**src/rtl/mem_bus_ctrl.sv**
```systemverilog
// mem_bus_ctrl: arbitrates ROB stores, LB loads and IF fetches onto an 8-bit RAM port, one byte per cycle.
// Optional macro IO_STALL_EN: IO-mapped store bytes wait while io_buffer_full_in is high.
package mem_bus_ctrl_pkg;
  localparam int unsigned INST_TYPE_WIDTH = 4;
  localparam logic [INST_TYPE_WIDTH-1:0] LB  = 4'd0;
  localparam logic [INST_TYPE_WIDTH-1:0] LH  = 4'd1;
  localparam logic [INST_TYPE_WIDTH-1:0] LW  = 4'd2;
  localparam logic [INST_TYPE_WIDTH-1:0] LBU = 4'd3;
  localparam logic [INST_TYPE_WIDTH-1:0] LHU = 4'd4;
  localparam logic [INST_TYPE_WIDTH-1:0] SB  = 4'd5;
  localparam logic [INST_TYPE_WIDTH-1:0] SH  = 4'd6;
  localparam logic [INST_TYPE_WIDTH-1:0] SW  = 4'd7;
endpackage

module mem_bus_ctrl
  import mem_bus_ctrl_pkg::*;
#(
  parameter int unsigned       ADDR_W  = 32,
  parameter logic [ADDR_W-1:0] IO_BASE = ADDR_W'(32'h30000)
) (
  input  logic                       clk_in,
  input  logic                       rst_in,
  input  logic                       rdy_in,
  input  logic                       flush_in,
  input  logic                       rob_en_in,
  input  logic [ADDR_W-1:0]          rob_addr_in,
  input  logic [31:0]                rob_wdata_in,
  input  logic [INST_TYPE_WIDTH-1:0] rob_inst_type_in,
  output logic                       rob_rdy_out,
  output logic                       rob_finish_out,
  input  logic                       lb_en_in,
  input  logic [ADDR_W-1:0]          lb_addr_in,
  input  logic [INST_TYPE_WIDTH-1:0] lb_inst_type_in,
  output logic                       lb_done_out,
  output logic [31:0]                lb_data_out,
  input  logic                       if_en_in,
  input  logic [ADDR_W-1:0]          if_pc_in,
  output logic                       if_done_out,
  output logic [31:0]                if_inst_out,
  input  logic [7:0]                 mem_din_in,
  output logic [7:0]                 mem_dout_out,
  output logic [ADDR_W-1:0]          mem_a_out,
  output logic                       mem_wr_out,
  input  logic                       io_buffer_full_in
);

  localparam int unsigned DATA_W = 32;
  localparam int unsigned CNT_W  = 3;

  typedef enum logic [2:0] {IDLE, ST_WAIT, STORE, LOAD, FETCH} state_t;

  state_t                     r_state, w_state;
  logic [ADDR_W-1:0]          r_addr, w_addr;
  logic [DATA_W-1:0]          r_wdata, w_wdata;
  logic [INST_TYPE_WIDTH-1:0] r_type, w_type;
  logic [CNT_W-1:0]           r_nbytes, w_nbytes;
  logic [CNT_W-1:0]           r_cnt, w_cnt;
  logic [DATA_W-1:0]          r_buf, w_buf;
  logic                       r_mem_wr, w_mem_wr;
  logic [ADDR_W-1:0]          r_mem_a, w_mem_a;
  logic [7:0]                 r_mem_dout, w_mem_dout;
  logic                       r_rob_finish, w_rob_finish;
  logic                       r_lb_done, w_lb_done;
  logic [DATA_W-1:0]          r_lb_data, w_lb_data;
  logic                       r_if_done, w_if_done;
  logic [DATA_W-1:0]          r_if_inst, w_if_inst;

  logic                       w_rob_rdy;
  logic                       w_io_stall;
  logic [ADDR_W-1:0]          w_byte_addr;
  logic [CNT_W-1:0]           w_cnt_inc;
  logic [1:0]                 w_rx_idx;

  function automatic logic [CNT_W-1:0] load_bytes(input logic [INST_TYPE_WIDTH-1:0] t);
    case (t)
      LB, LBU: load_bytes = CNT_W'(1);
      LH, LHU: load_bytes = CNT_W'(2);
      default: load_bytes = CNT_W'(4);
    endcase
  endfunction

  function automatic logic [CNT_W-1:0] store_bytes(input logic [INST_TYPE_WIDTH-1:0] t);
    case (t)
      SB:      store_bytes = CNT_W'(1);
      SH:      store_bytes = CNT_W'(2);
      default: store_bytes = CNT_W'(4);
    endcase
  endfunction

  function automatic logic [DATA_W-1:0] extend(input logic [INST_TYPE_WIDTH-1:0] t,
                                               input logic [DATA_W-1:0] w);
    case (t)
      LB:      extend = {{24{w[7]}}, w[7:0]};
      LH:      extend = {{16{w[15]}}, w[15:0]};
      LBU:     extend = {24'h0, w[7:0]};
      LHU:     extend = {16'h0, w[15:0]};
      default: extend = w;
    endcase
  endfunction

  assign w_rob_rdy   = (r_state == IDLE) && !r_rob_finish;
  assign w_byte_addr = r_addr + ADDR_W'(r_cnt);
  assign w_cnt_inc   = CNT_W'(r_cnt + CNT_W'(1));
  // Read data lags its address by one cycle, so byte cnt-1 arrives while cnt is current.
  assign w_rx_idx    = 2'(r_cnt - CNT_W'(1));

`ifdef IO_STALL_EN
  assign w_io_stall = io_buffer_full_in && (w_byte_addr >= IO_BASE);
`else
  logic w_io_full_unused;
  assign w_io_full_unused = io_buffer_full_in;
  assign w_io_stall       = 1'b0;
`endif

  // Next-state and next-output logic
  always_comb begin
    w_state      = r_state;
    w_addr       = r_addr;
    w_wdata      = r_wdata;
    w_type       = r_type;
    w_nbytes     = r_nbytes;
    w_cnt        = r_cnt;
    w_buf        = r_buf;
    w_mem_wr     = 1'b0;
    w_mem_a      = r_mem_a;
    w_mem_dout   = r_mem_dout;
    w_rob_finish = 1'b0;
    w_lb_done    = 1'b0;
    w_lb_data    = r_lb_data;
    w_if_done    = 1'b0;
    w_if_inst    = r_if_inst;

    case (r_state)
      IDLE: begin
        if (rob_en_in && w_rob_rdy) begin
          w_state = ST_WAIT;
        end else if (!flush_in && lb_en_in) begin
          w_state  = LOAD;
          w_addr   = lb_addr_in;
          w_type   = lb_inst_type_in;
          w_nbytes = load_bytes(lb_inst_type_in);
          w_cnt    = '0;
          w_buf    = '0;
          w_mem_a  = lb_addr_in;
        end else if (!flush_in && if_en_in) begin
          w_state  = FETCH;
          w_addr   = if_pc_in;
          w_type   = LW;
          w_nbytes = CNT_W'(4);
          w_cnt    = '0;
          w_buf    = '0;
          w_mem_a  = if_pc_in;
        end
      end

      ST_WAIT: begin
        w_state  = STORE;
        w_addr   = rob_addr_in;
        w_wdata  = rob_wdata_in;
        w_nbytes = store_bytes(rob_inst_type_in);
        w_cnt    = '0;
      end

      STORE: begin
        if (r_cnt == r_nbytes) begin
          w_state      = IDLE;
          w_rob_finish = 1'b1;
        end else if (!w_io_stall) begin
          w_mem_wr   = 1'b1;
          w_mem_a    = w_byte_addr;
          w_mem_dout = r_wdata[{r_cnt[1:0], 3'b000} +: 8];
          w_cnt      = w_cnt_inc;
        end
      end

      LOAD, FETCH: begin
        if (flush_in) begin
          w_state = IDLE;
        end else begin
          if (r_cnt != '0) begin
            w_buf[{w_rx_idx, 3'b000} +: 8] = mem_din_in;
          end
          if (w_cnt_inc < r_nbytes) begin
            w_mem_a = r_addr + ADDR_W'(w_cnt_inc);
          end
          w_cnt = w_cnt_inc;
          if (r_cnt == r_nbytes) begin
            w_state = IDLE;
            if (r_state == FETCH) begin
              w_if_done = 1'b1;
              w_if_inst = w_buf;
            end else begin
              w_lb_done = 1'b1;
              w_lb_data = extend(r_type, w_buf);
            end
          end
        end
      end

      default: w_state = IDLE;
    endcase
  end

  // State and output registers; rdy_in low freezes everything
  always_ff @(posedge clk_in) begin
    if (!rst_in) begin
      r_state      <= IDLE;
      r_addr       <= '0;
      r_wdata      <= '0;
      r_type       <= '0;
      r_nbytes     <= '0;
      r_cnt        <= '0;
      r_buf        <= '0;
      r_mem_wr     <= 1'b0;
      r_mem_a      <= '0;
      r_mem_dout   <= '0;
      r_rob_finish <= 1'b0;
      r_lb_done    <= 1'b0;
      r_lb_data    <= '0;
      r_if_done    <= 1'b0;
      r_if_inst    <= '0;
    end else if (rdy_in) begin
      r_state      <= w_state;
      r_addr       <= w_addr;
      r_wdata      <= w_wdata;
      r_type       <= w_type;
      r_nbytes     <= w_nbytes;
      r_cnt        <= w_cnt;
      r_buf        <= w_buf;
      r_mem_wr     <= w_mem_wr;
      r_mem_a      <= w_mem_a;
      r_mem_dout   <= w_mem_dout;
      r_rob_finish <= w_rob_finish;
      r_lb_done    <= w_lb_done;
      r_lb_data    <= w_lb_data;
      r_if_done    <= w_if_done;
      r_if_inst    <= w_if_inst;
    end
  end

  assign rob_rdy_out    = w_rob_rdy;
  assign rob_finish_out = r_rob_finish;
  assign lb_done_out    = r_lb_done;
  assign lb_data_out    = r_lb_data;
  assign if_done_out    = r_if_done;
  assign if_inst_out    = r_if_inst;
  assign mem_wr_out     = r_mem_wr;
  assign mem_a_out      = r_mem_a;
  assign mem_dout_out   = r_mem_dout;

endmodule

```
**config.mk**
```make
export PLATFORM = sky130hd
export DESIGN_NAME = mem_bus_ctrl
export DESIGN_NICKNAME = d
export VERILOG_FILES = /design/src/rtl/mem_bus_ctrl.sv
export SDC_FILE = /design/constraint.sdc
export NUM_CORES = 1
export LEC_CHECK = 0
export CAP_MARGIN = 5
export CORE_AREA = 3 3 125 187
export DETAILED_ROUTE_END_ITERATION = 12
export DIE_AREA = 0 0 128 190
export PLACE_DENSITY = 0.85
export SYNTH_ARGS = -nofsm -noshare
export SYNTH_HDL_FRONTEND = slang
export SYNTH_SLANG_ARGS = --single-unit
export TNS_END_PERCENT = 10
```
**constraint.sdc**
```tcl
create_clock -name clk_in -period 5.5 [get_ports clk_in]
set_input_delay 1.65 -clock clk_in [delete_from_list [all_inputs] [get_ports clk_in]]
set_output_delay 1.65 -clock clk_in [all_outputs]
set_load 0.02 [all_outputs]
```
### Word-level counts from Yosys, hierarchy flattened

Index checks and enable logic that the tools add are counted.

| word-level totals | value |
|---|---|
| flip-flop bits (word level) | 217 |
| latch bits | 0 |
| RAM bits | 0 |
| memory bits (read-only) | 0 |
| bits of input ports | 152 |
| memories | 0 |

| operators by class | value |
|---|---|
| add/subtract/negate cells | 5 |
| multiply operators | 0 |
| divide/modulo/power cells | 0 |
| order comparisons | 1 |
| equality and inequality tests | 19 |
| shift operators | 3 |
| mux-type cells | 47 |
| bitwise gates (word level) | 4 |
| reduce and logical (&&, ||, !) cells | 28 |

Operators by type and width:

| operator | number |
|---|---|
| $mux 32 | 11 |
| $pmux 32 s2 | 2 |
| $pmux 32 s4 | 1 |
| $pmux 32 s3 | 1 |
| $add 32x3->32 | 2 |
| $mux 3 | 12 |
| $bwmux 32 | 1 |
| $shift 8x7->32 const A | 1 |
| $shiftx 32x6->8 | 1 |
| $shiftx 8x7->32 | 1 |
| $pmux 3 s4 | 2 |
| $pmux 3 s2 | 3 |
| $eq 4x3->1 const B | 4 |
| $reduce_and 5->1 | 3 |
| $mux 1 | 12 |
| $eq 4x1->1 const B | 2 |
| $eq 4x2->1 const B | 2 |
| $logic_not 4->1 | 2 |
| $mux 4 | 2 |
| $ne 2x2->1 const B | 4 |
| $reduce_and 4->1 | 2 |
| $neg 5->7 | 1 |
| $reduce_and 7->1 | 1 |
| $eq 3x2->1 const B | 2 |
| 19 further kinds | 32 |

### Depth between registers and ports, before layout

| logic depth | value |
|---|---|
| depth after elaboration | 7 |
| mapped depth | 16 |
| depth with buffers taken out | 13 |

### Least setup slack after synthesis

Ideal clock, no wire load.

| timing path | value |
|---|---|
| path kind | reg2reg |
| from | register r_cnt[0] |
| to | register r_mem_a[26], in the netlist mem_a_out[26] |
| data arrival time | 3.844 ns |
| data required time | 5.417 ns |
| path slack | 1.573 ns |
| cell stages (with the launch flop) | 17 |
| buffers on the path | 3 |
| period minus slack after synthesis | 3.927 ns |
| cells stage by stage | dfxtp_1 > buf_2 > clkbuf_1 > inv_1 > ha_1 > clkbuf_1 > nor3_1 > o21ai_0 > o311a_1 > inv_1 > fa_1 > nand2b_1 > a21o_1 > nor4_1 > nand4_1 > xor2_1 > o221ai_1 |

| between the ends | value |
|---|---|
| word-level cells in the longest chain between the ends | 5 |

RTL lines:

| element | line | text |
|---|---|---|
| start: declaration | 57 | `logic [CNT_W-1:0] r_cnt, w_cnt;` |
| start signal: assignment | 228 | `r_cnt <= w_cnt;` |
| $add 3x1->3 | 103 | `assign w_cnt_inc = CNT_W'(r_cnt + CNT_W'(1));` |
| $add 32x3->32 | 184 | `w_mem_a = r_addr + ADDR_W'(w_cnt_inc);` |
| $mux 32 | 183 | `if (w_cnt_inc < r_nbytes) begin` |
| $mux 32 | 177 | `if (flush_in) begin` |
| $pmux 32 s3 | 133 | `case (r_state)` |
| end signal: assignment | 231 | `r_mem_a <= w_mem_a;` |
| end: declaration | 60 | `logic [ADDR_W-1:0] r_mem_a, w_mem_a;` |

Parallel ways exist; a longest one is shown, timed or not. The select of a mux whose other input is x is not followed.
A chain may end at the register's enable or synchronous reset.

### Final worst setup path

| timing path | value |
|---|---|
| from | register r_state[0] |
| to | register r_mem_a[28], in the netlist mem_a_out[28] |

| between the ends | value |
|---|---|
| word-level cells in the longest chain between the ends | 5 |

RTL lines:

| element | line | text |
|---|---|---|
| start: declaration | 52 | `state_t r_state, w_state;` |
| start signal: assignment | 223 | `r_state <= w_state;` |
| $logic_not 3->1 | 101, 133 |  |
| $logic_and 1x1->1 | 101 | `assign w_rob_rdy = (r_state == IDLE) && !r_rob_finish;` |
| $logic_and 1x1->1 | 135 | `if (rob_en_in && w_rob_rdy) begin` |
| $ne 2x2->1 (no source line) | n/a |  |
| $reduce_and 7->1 (no source line) | n/a |  |

Parallel ways exist; a longest one is shown, timed or not.

==> metrics <==
outcome=finished, final reports clean; Hold WC Path Type=reg -> reg; Setup TNS=0 ns; Vias/cell=about 5.8; Seq/Total Area, Yosys=40.1%; Yosys top cell by area=dfxtp_1; Slew headroom=20.0%; commonest cells in the netlist=dfxtp_1 (217), nand2_1 (197), nor2_1 (87); DR iter-0 viols=between 600 and 700; Post-DP Area=between 10000 and 15000 um2; first-pass GRT wire length=around 50000 um; Worst EP arrival=approximately 4.6 ns; core area=21800 um2; I/O Pins=261; layout cell share with drive strength beyond 1=6.49%; FILL cells=roughly 1800; clock sink count=217; #FFs+latches synth=217; Routed WL=between 30000 and 40000 um; post_cts resized=0; kind of end point of the critical path=register; GPL Wtd Cong=0.883; Final Cell Area=around 14000 um2; Startpoint Class=register; H-tree Lvls=1; maximum clock insertion buffer count=3; largest net degree at the start of global routing=~130; skew final=0.0119 ns; drt pass-1 iters=5; Mapped Area=about 11000 um2; wire length per cell=18.1 um; total gr overflow=0; worst skew pair latency=~0.5 ns; via count=about 10000; Reg2Reg Depth=13; CTS root buf=clkbuf_16; crit-path max FO=15; area grow syn2layout=31.3%; peak supply drop=around 0.00020 V; most frequent cell after synthesis=dfxtp_1; EDFF count, synth=0; Power Dens Cells=between 200 and 300 nW/um2; Data required, critical path=5.92 ns; Setup Buffers After CTS=0; Min Clock Period, post-route=about 4.1 ns; Nets=around 1600; asr flop ratio synth=0%; die footprint=~24000 um2; port bufs=about 260; initial core utilization=between 40% and 50%; CTS tree=yes; sequential cell area=between 4000 and 5000 um2; Detail Route Antenna Nets=0; endpoints failing hold=0; # hold bufs at CTS=0; MaxCap Viol Count=0; net count after synthesis=1420; main flop type after synthesis=dfxtp_1; synth top area cells=dfxtp_1 (40%), nand2_1 (6.8%), mux2i_1 (3.9%), o211a_1 (3.9%), a21oi_1 (3.3%); clk slew on worst S/H paths=approximately 0.060 ns; hold depth=2; critical path type=reg -> reg; static leakage=approximately 0.0055 uW; Slew @ Worst Pin=approximately 1.2 ns; Multi-input gate area=approximately 6000 um2; Syn Inst Count=~1300; synthesized area per cell=around 8.6 um2; Synth warnings=0; FP Rows=66; share of Yosys cell area claimed by the top area cell type=40.1%; Design Power=about 3800 uW; Die Y=about 190 um; RSZ-0062 raised after global routing=false; GRT Util Overall=between 20% and 30%; DRC violations left=0; vias in the first global route=9807; Max Freq=approximately 240 MHz; Netlist cell types=between 70 and 80; Ant. Diodes=0; number of antenna violations at the first check in global routing=0; endpoints failing setup=0; final period utilization=75.1%; die width=128 um; CTS Buf Count=22; Max Slew Vio Count=0; DP HPWL=between 20000 and 25000 um
==> registers in the layout (all words and copies together), names as in the netlist, 4 cells and up <==
register and flops:
r_buf 32, mem_dout_out 8, r_wdata 32, if_inst_out 32
lb_data_out 32, r_addr 32, mem_a_out 32, r_type 4
==> stage by stage <==
| stage | cells | hold WS, ns | util [%] | worst slack (ns) |
|---|---|---|---|---|
| after floorplan | 1256 | 0.440 | - | 1.57 |
| after global placement | 1697 | 0.442 | 61.8 | 1.26 |
| after detailed placement | 1697 | 0.446 | 61.8 | 1.18 |
| after CTS | 1736 | 0.456 | 65.3 | 1.36 |
| after global routing | 1736 | 0.478 | 65.3 | 1.10 |
| final | 1736 | 0.457 | 65.3 | 1.37 |
==> logic make-up after synthesis <==
logic type               count (synthesis)  share of synthesized area (%)
AND/OR/NAND/NOR                        505                           22.4
AO/OA/AOI/OAI                          318                           22.9
flip-flops                             217                           40.1
buffers and inverters                  118                           4.73
multiplexers                            51                           5.68
XOR/XNOR                                35                           2.83
adder cells (fa/ha/maj)                 12                           1.45
==> cells in the final DEF (no fill, tap or decap), drive strengths merged, types with 3 or more instances in the layout <==
cell type        n
a211oi          35
a21boi          47
a21oi           72
a32oi            6
and2            39
and3             8
and4             7
buf             16
clkbuf          35
clkdlybuf4s50  258
dfxtp          217
ha              11
inv             13
mux2i           42
mux4             8
nand2          199
nand2b           9
nand3           48
nand4           10
nor2            88
nor2b           51
nor3            26
nor4             6
o2111ai         13
o211a           42
o211ai          11
o21a             3
o21ai           13
o221a           24
o221ai           3
o2bb2ai         32
or3              5
xnor2           21
xor2            14
==> power breakdown <==
group,internal (uW),switching (uW)
sequential,1620,44.0
combinational,250,293
clock,943,620
total,2820,957
==> metal layers <==
| metal | wire length (um) | part of all wire, % | GRT usage (%) | vias up |
|---|---|---|---|---|
| met5 | 0 | 0 | 0 | - |
| met3 | 2000 | 6.3 | 4.33 | 81 |
| li1 | - | - | - | 4870 |
| met1 | 11600 | 37 | 28.0 | 4695 |
| met4 | 1440 | 4.6 | 10.9 | 0 |
| met2 | 16400 | 52 | 45.7 | 380 |
==> worst max-delay path, cell delays in order (launching register included) <==
cell,delay [ns]
dfxtp_1,0.61
or2_1,0.37
nor2_1,0.17
or2_2,0.36
xnor2_1,0.20
ha_1,0.22
inv_1,0.06
fa_1,0.37
nand2b_1,0.23
a21o_1,0.28
nor4_1,0.62
nand3_1,0.22
xor2_1,0.18
o211ai_1,0.16
==> cell type report <==
cell class                      count  share of cell area (%)
Clock inverter                      4                   0.352
Tap cell                          272                    2.39
Clock buffer                       35                    5.06
Timing Repair Buffer              274                    19.1
Inverter                           13                   0.343
Sequential cell                   217                    30.5
Multi-Input combinational cell    921                    42.2
==> path summary, 6_finish.rpt <==
path | from | endpoint | slack [ns]
max | r_state[0] | mem_a_out[28] | 1.37
min | mem_a_out[13] | mem_a_out[13] | 0.46
max reg2reg | r_state[0] | mem_a_out[28] | 1.37
min reg2reg | mem_a_out[13] | mem_a_out[13] | 0.46
Power figures use the tool's default switching activity.
